## src/rtl/pll_lock_rst_gen.sv

```systemverilog
// pll_lock_rst_gen: PLL reset sequencer and lock supervisor on the reference clock (rev 1.0).
// Define PLL_LOSS_CNT_EN to build the saturating RUN-to-PLLRST lock-loss counter.
`default_nettype none

module pll_lock_rst_gen #(
  parameter int PLL_RST_CYCLES = 16,
  parameter int LOCK_TIMEOUT   = 50000,
  parameter int STABLE_CYCLES  = 1024,
  parameter int RETRY_MAX      = 7
) (
  input  logic       refclk,
  input  logic       reset,
  input  logic       extlock,
  output logic       pll_rst,
  output logic       sys_rst,
  output logic       locked,
  output logic       fault,
  output logic [7:0] lock_loss_cnt
);

  localparam int MAX_AB  = (PLL_RST_CYCLES > LOCK_TIMEOUT) ? PLL_RST_CYCLES : LOCK_TIMEOUT;
  localparam int MAX_ABC = (MAX_AB > STABLE_CYCLES) ? MAX_AB : STABLE_CYCLES;
  localparam int MAX_P   = (MAX_ABC > RETRY_MAX) ? MAX_ABC : RETRY_MAX;
  localparam int CNT_W   = (MAX_P > 2) ? $clog2(MAX_P) : 1;
  localparam int RTY_W   = $clog2(RETRY_MAX + 2);

  localparam logic [CNT_W-1:0] PLLRST_LAST  = CNT_W'(PLL_RST_CYCLES - 1);
  localparam logic [CNT_W-1:0] TIMEOUT_LAST = CNT_W'(LOCK_TIMEOUT - 1);
  localparam logic [CNT_W-1:0] STABLE_LAST  = CNT_W'(STABLE_CYCLES - 1);
  localparam logic [RTY_W-1:0] RETRY_LIM    = RTY_W'(RETRY_MAX);
  localparam logic [RTY_W-1:0] RETRY_SAT    = RTY_W'(RETRY_MAX + 1);

  localparam logic [1:0] ST_PLLRST   = 2'd0;
  localparam logic [1:0] ST_WAITLOCK = 2'd1;
  localparam logic [1:0] ST_STABLE   = 2'd2;
  localparam logic [1:0] ST_RUN      = 2'd3;

  logic [1:0]       sync_q;
  logic             lock_s;
  logic [1:0]       state_q, state_d;
  logic [CNT_W-1:0] cnt_q, cnt_d;
  logic [RTY_W-1:0] retry_q, retry_d;
  logic             loss_evt;
  logic             pll_rst_q, sys_rst_q, locked_q, fault_q;

  assign lock_s = sync_q[1];

  always_comb begin
    state_d  = state_q;
    cnt_d    = cnt_q + CNT_W'(1);
    retry_d  = retry_q;
    loss_evt = 1'b0;
    case (state_q)
      ST_PLLRST: begin
        if (cnt_q == PLLRST_LAST) begin
          state_d = ST_WAITLOCK;
          cnt_d   = '0;
        end
      end
      ST_WAITLOCK: begin
        // Lock takes priority over a coincident timeout.
        if (lock_s) begin
          state_d = ST_STABLE;
          cnt_d   = '0;
        end else if (cnt_q == TIMEOUT_LAST) begin
          state_d = ST_PLLRST;
          cnt_d   = '0;
          if (retry_q != RETRY_SAT) retry_d = retry_q + RTY_W'(1);
        end
      end
      ST_STABLE: begin
        if (!lock_s) begin
          state_d = ST_WAITLOCK;
          cnt_d   = '0;
        end else if (cnt_q == STABLE_LAST) begin
          state_d = ST_RUN;
          cnt_d   = '0;
          retry_d = '0;
        end
      end
      ST_RUN: begin
        cnt_d = cnt_q;
        if (!lock_s) begin
          state_d  = ST_PLLRST;
          cnt_d    = '0;
          loss_evt = 1'b1;
        end
      end
      default: begin
        state_d = ST_PLLRST;
        cnt_d   = '0;
      end
    endcase
  end

  // Outputs are registered from the current state, adding one edge of latency.
  always_ff @(posedge refclk) begin
    if (reset) begin
      sync_q    <= 2'b00;
      state_q   <= ST_PLLRST;
      cnt_q     <= '0;
      retry_q   <= '0;
      pll_rst_q <= 1'b1;
      sys_rst_q <= 1'b1;
      locked_q  <= 1'b0;
      fault_q   <= 1'b0;
    end else begin
      sync_q    <= {sync_q[0], extlock};
      state_q   <= state_d;
      cnt_q     <= cnt_d;
      retry_q   <= retry_d;
      pll_rst_q <= (state_q == ST_PLLRST);
      sys_rst_q <= (state_q != ST_RUN);
      locked_q  <= (state_q == ST_RUN);
      fault_q   <= fault_q | (retry_d > RETRY_LIM);
    end
  end

  assign pll_rst = pll_rst_q;
  assign sys_rst = sys_rst_q;
  assign locked  = locked_q;
  assign fault   = fault_q;

`ifdef PLL_LOSS_CNT_EN
  logic [7:0] loss_q;

  always_ff @(posedge refclk) begin
    if (reset) begin
      loss_q <= 8'd0;
    end else if (loss_evt && (loss_q != 8'hFF)) begin
      loss_q <= loss_q + 8'd1;
    end
  end

  assign lock_loss_cnt = loss_q;
`else
  logic unused_loss_evt;
  assign unused_loss_evt = loss_evt;
  assign lock_loss_cnt   = 8'd0;
`endif

endmodule

`default_nettype wire

```

## config.mk

```make
export PLATFORM = sky130hd
export DESIGN_NAME = pll_lock_rst_gen
export DESIGN_NICKNAME = d
export VERILOG_FILES = /design/src/rtl/pll_lock_rst_gen.sv
export SDC_FILE = /design/constraint.sdc
export NUM_CORES = 1
export LEC_CHECK = 0
export ABC_CLOCK_PERIOD_IN_PS = 2300
export CORE_MARGIN = 1
export CORE_UTILIZATION = 51
export CTS_CLUSTER_SIZE = 14
export DETAILED_ROUTE_END_ITERATION = 6
export GPL_TIMING_DRIVEN = 0
export PLACE_DENSITY = 0.86
export SYNTH_ARGS = -nofsm -noshare
export SYNTH_HDL_FRONTEND = slang
export SYNTH_SLANG_ARGS = --single-unit
```

## constraint.sdc

```tcl
create_clock -name refclk -period 2.3 [get_ports refclk]
set_clock_uncertainty 0.2 [all_clocks]
set_input_delay 0.345 -clock refclk [delete_from_list [all_inputs] [get_ports refclk]]
set_output_delay 0.345 -clock refclk [all_outputs]
set_load 0.05 [all_outputs]
```

### Word level (Yosys, flattened, before mapping)

Cells that the tools add are included.

* $lt $le $gt $ge: 1
* $add $sub $neg: 2
* reduce and logical (&&, ||, !) cells: 2
* equal/unequal tests: 12
* bitwise gates (word level): 1
* multiplexer cells: 20

Operators by type and width (number)
* $mux 16: 6
* $pmux 16 s4: 1
* $mux 4: 5
* $add 16x1->16 const B: 1
* $eq 16x10->1 const B: 1
* $eq 16x16->1 const B: 1
* $eq 16x4->1 const B: 1
* $mux 2: 6
* $pmux 2 s4: 1
* $pmux 4 s2: 1
* $ne 2x2->1 const B: 3
* $ne 3x3->1 const B: 2
* $add 4x1->4 const B: 1
* $eq 2x2->1 const B: 2
* $gt 4x3->1 const B: 1
* $ne 4x4->1 const B: 1
* $reduce_and 4->1: 1
* $eq 2x1->1 const B: 1
* $logic_not 2->1: 1
* $or 1x1->1: 1

* bits in registers: 28
* bits of input ports: 3
* output and inout bits: 12
* word-level logic and storage cells: 46

### Depth between registers and ports, before layout

* depth in word-level cells: 7
* mapped depth: 7

### Least setup slack after synthesis

OpenSTA, ideal clock, no wires.

* kind: flip-flop to flip-flop
* start: register cnt_q[10]
* end: register cnt_q[6]
* arrival: 1835 ps
* data required time: 1967 ps
* stages on the path, launching flop included: 7
* clock period less this slack: 2168 ps
* slack: 132 ps
* cells stage by stage: dfxtp_1 -> or4_4 -> nor4_4 -> o221ai_2 -> a21oi_4 -> buf_6 -> nor3_1

* word-level cells in the longest chain between the ends: 4
* elaborated cells between the ends (all ways): 9

Ends and longest elaborated chain
* start: declaration: RTL line 41 `logic [CNT_W-1:0] cnt_q, cnt_d;`
* start signal: assignment: RTL line 110 `cnt_q <= cnt_d;`
* $eq 16x10->1 / $eq 16x16->1 (equally long branches): RTL line 75, 65
* $mux 16 (on tied branches): RTL line 75, 65
* $mux 16 (on tied branches): RTL line 72, 62
* $pmux 16 s4 *: RTL line 53 `case (state_q)`

Every way passes the cells marked *; elsewhere a longest branch is shown, timed or not.
A chain may end at the register's enable or synchronous reset.

### Final worst setup path

* start: register cnt_q[0]
* end: register cnt_q[1]

* word-level cells in the longest chain between the ends: 4
* elaborated cells between the ends (all ways): 10

Ends and longest elaborated chain
* $add 16x1->16 (tied with other cells): RTL line 50 `cnt_d = cnt_q + CNT_W'(1);`
* $mux 16 (on tied branches): RTL line 75, 65
* $mux 16 (on tied branches): RTL line 72, 62
* $pmux 16 s4 *: RTL line 53

Marked as above.

==> impl_metrics.json <==
{
  "dp_slack_ps": -311,
  "switchingPower_mw": 0.238,
  "die-area_mm2": 0.00334,
  "ir_worst_vdd_mv": 0.337,
  "yosys-top-cells-area": "dfxtp_1 (35%), nor3_1 (6.0%), ha_1 (5.5%), xor2_1 (4.4%), nand2_1 (4.0%)",
  "worstPathCellList": "ha_1 -> nand3_4 -> nor4_4 -> buf_4 -> o22a_4 -> or4b_2 -> a31oi_1",
  "syn_inst": 181,
  "rows": 19,
  "final_util_pct": 65.0,
  "antenna_found_initial": 0,
  "cts_max_level": 1,
  "synth_area_mm2": 0.00159,
  "wl_mm": 3.27,
  "drv_cap": 0,
  "place.gp.congestion": 0.808,
  "cts.clk_slew.worst_paths_ps": 140,
  "grtUsageTotal_pct": 19.4,
  "clockPowerShare_pct": 27.4,
  "critPathSlowestCell": "or4b_2",
  "vias": 1329,
  "synth-main-ff-cell": "dfxtp_1",
  "synth-seq-cells": 28,
  "drive_gt1_share_pct": 20.7,
  "hold_viol_final": 0,
  "post-synth-top-area-cell": "dfxtp_1",
  "numCtsBuffers": 3,
  "startpoint_type": "flop",
  "die_w_um": 57.8,
  "cts_tree": "built",
  "worstPathMaxFanout": 5,
  "port_buffers": 6,
  "io_pins": 15,
  "dpl.hpwl_mm": 2.07,
  "drc_errors": 0,
  "ys_types": 44,
  "swShare_pct": 27.0,
  "power_density_mw_per_mm2": 475,
  "placed_cell_area_mm2": 0.00171,
  "clk_path_buf_depth": 2,
  "grt_pass1_vias": 1190,
  "critPathMaxStageDelay_ps": 640,
  "drt_iter0_drc": 58,
  "finalSetupViolations": 0,
  "cp-end-kind": "flop",
  "p_leak_nw": 0.670,
  "die_h_um": 57.8,
  "area_growth_pct": 17.0,
  "core_mm2": 0.00285,
  "relSlewSlack_pct": 66.6,
  "grt_max_degree": 16,
  "status": "finished clean",
  "drtAntennaViolNets": 0,
  "grt-ovfl-total": 0,
  "yosys_warnings": 0,
  "synth.top_cell.area_share_pct": 35.3,
  "viasPerCell": 5.68,
  "final.min_clock_period_ps": 2270,
  "clock_latency_ps": 340,
  "crit_arrival_ps": 2350,
  "max_freq_mhz": 440,
  "nets": 214,
  "setup_slack_ps": 29.4,
  "clkSinkCount": 28,
  "required_ps": 2380,
  "syn_avg_cell_area_um2": 8.77,
  "maxSlewViolCount": 0,
  "pwr-share-seq_pct": 57.5,
  "layout_common_cells": "dfxtp_1 (22), nor3_1 (19), nand2_1 (17), buf_4 (16), inv_1 (12)",
  "ys_seq_area_share_pct": 35.3,
  "clockRootBuffer": "clkbuf_4",
  "fin_cells": 234,
  "placed_cells": 225,
  "drtPass1Iterations": 4,
  "critPathKind": "flop to flop",
  "fin_area_mm2": 0.00186,
  "internal_power_mw": 0.643,
  "hold_class": "flop to flop",
  "synth_edf_count": 0,
  "worstMarginPinSlew_ps": 500,
  "power_frac_comb_pct": 15.1,
  "grt_setup_unrepaired": "yes",
  "synth-async-reset-ratio_pct": 0,
  "wire_per_inst_um": 14.0,
  "period_share_pct": 98.7,
  "grt_pass1_wl_mm": 5.04,
  "initial_core_util_pct": 55.6,
  "totalPowerFinal_mw": 0.880,
  "final_common_cell": "dfxtp_1",
  "antenna_cells": 0
}
kinds of logic after synthesis:
logic type               after synthesis  share of synthesized area [%]
AO/OA/AOI/OAI                         23                           12.2
adder cells (fa/ha/maj)                7                           5.52
other                                  1                          0.236
flip-flops                            28                           35.3
AND/OR/NAND/NOR                       80                           29.6
buffers and inverters                 27                           8.75
multiplexers                           1                          0.631
XOR/XNOR                              14                           7.73
cell usage after synthesis (all sizes together) (2+ instances only):
cell type	count
dfxtp	28
nor3	19
nand2	17
inv	12
nand3	10
buf	9
xor2	8
ha	7
clkbuf	6
xnor2	6
a31oi	5
nand4	5
nor2	5
nor4	5
o21ai	5
nor2b	4
or4	4
a21oi	3
and2	2
nand2b	2
or4b	2
cell type report:
type,count,area [um^2]
timing repair buffer,14,120
buffer,12,82.6
multi-input combinational,133,957
tap,31,38.8
inverter,12,45.0
sequential,28,576
clock buffer,4,36.3
fill,247,997
per-layer routing:
metal | wire length [um] | up-vias | track usage [%]
met4 | 76 | 0 | 6.12
met5 | 0 | - | 0
met3 | 91 | 8 | 4.69
met1 | 1420 | 622 | 21.9
li1 | - | 678 | -
met2 | 1680 | 21 | 35.9
power by group through the flow:
stage	Combinational [mW]	Sequential [mW]	Clock, mW
final	0.133	0.506	0.241
after global routing	0.142	0.507	0.270
after CTS	0.127	0.507	0.245
after detailed placement	0.121	0.517	0
after global placement	0.118	0.516	0
after floorplan	0.0990	0.517	0
through the flow:
step           hold slack, ps  setup TNS [ps]
2_1_floorplan             214               0
3_3_place_gp              231           -1810
3_5_place_dp              240           -2250
4_1_cts                   266               0
5_1_grt                   279           -43.8
6_report                  268               0
final timing paths:
kind	slack, ps	depth (start not counted)	start	to
min reg2reg	270	1	sync_q[0]$_SDFF_PP0_	sync_q[1]$_SDFF_PP0_
max reg2reg	30	7	cnt_q[0]$_SDFFE_PP0P_	cnt_q[1]$_SDFFE_PP0P_
min	270	1	sync_q[0]$_SDFF_PP0_	sync_q[1]$_SDFF_PP0_
max	30	7	cnt_q[0]$_SDFFE_PP0P_	cnt_q[1]$_SDFFE_PP0P_
worst max-delay path: cells and delay by family, from the launching register on:
family          cells  cell delay, ps
simple gates        3             850
fa+ha+maj           1             240
flops               1             390
compound gates      2             390
buf+inv             1             140
timing repair:
| item | CTS | global route |
|---|---|---|
| hold buffers | 0 | 0 |
| gates resized for setup | 5 | 11 |
| setup endpoints to repair | 15 | 20 |
| pin swaps | 1 | 5 |
| setup buffers | 5 | 3 |
registers in the layout (all words and copies together) (netlist names):
name	count
cnt_q	16
retry_q	4
state_q	2
sync_q	2
fault	1
locked	1
pll_rst	1
sys_rst	1
No activity file was read; power rests on OpenSTA's default activity.
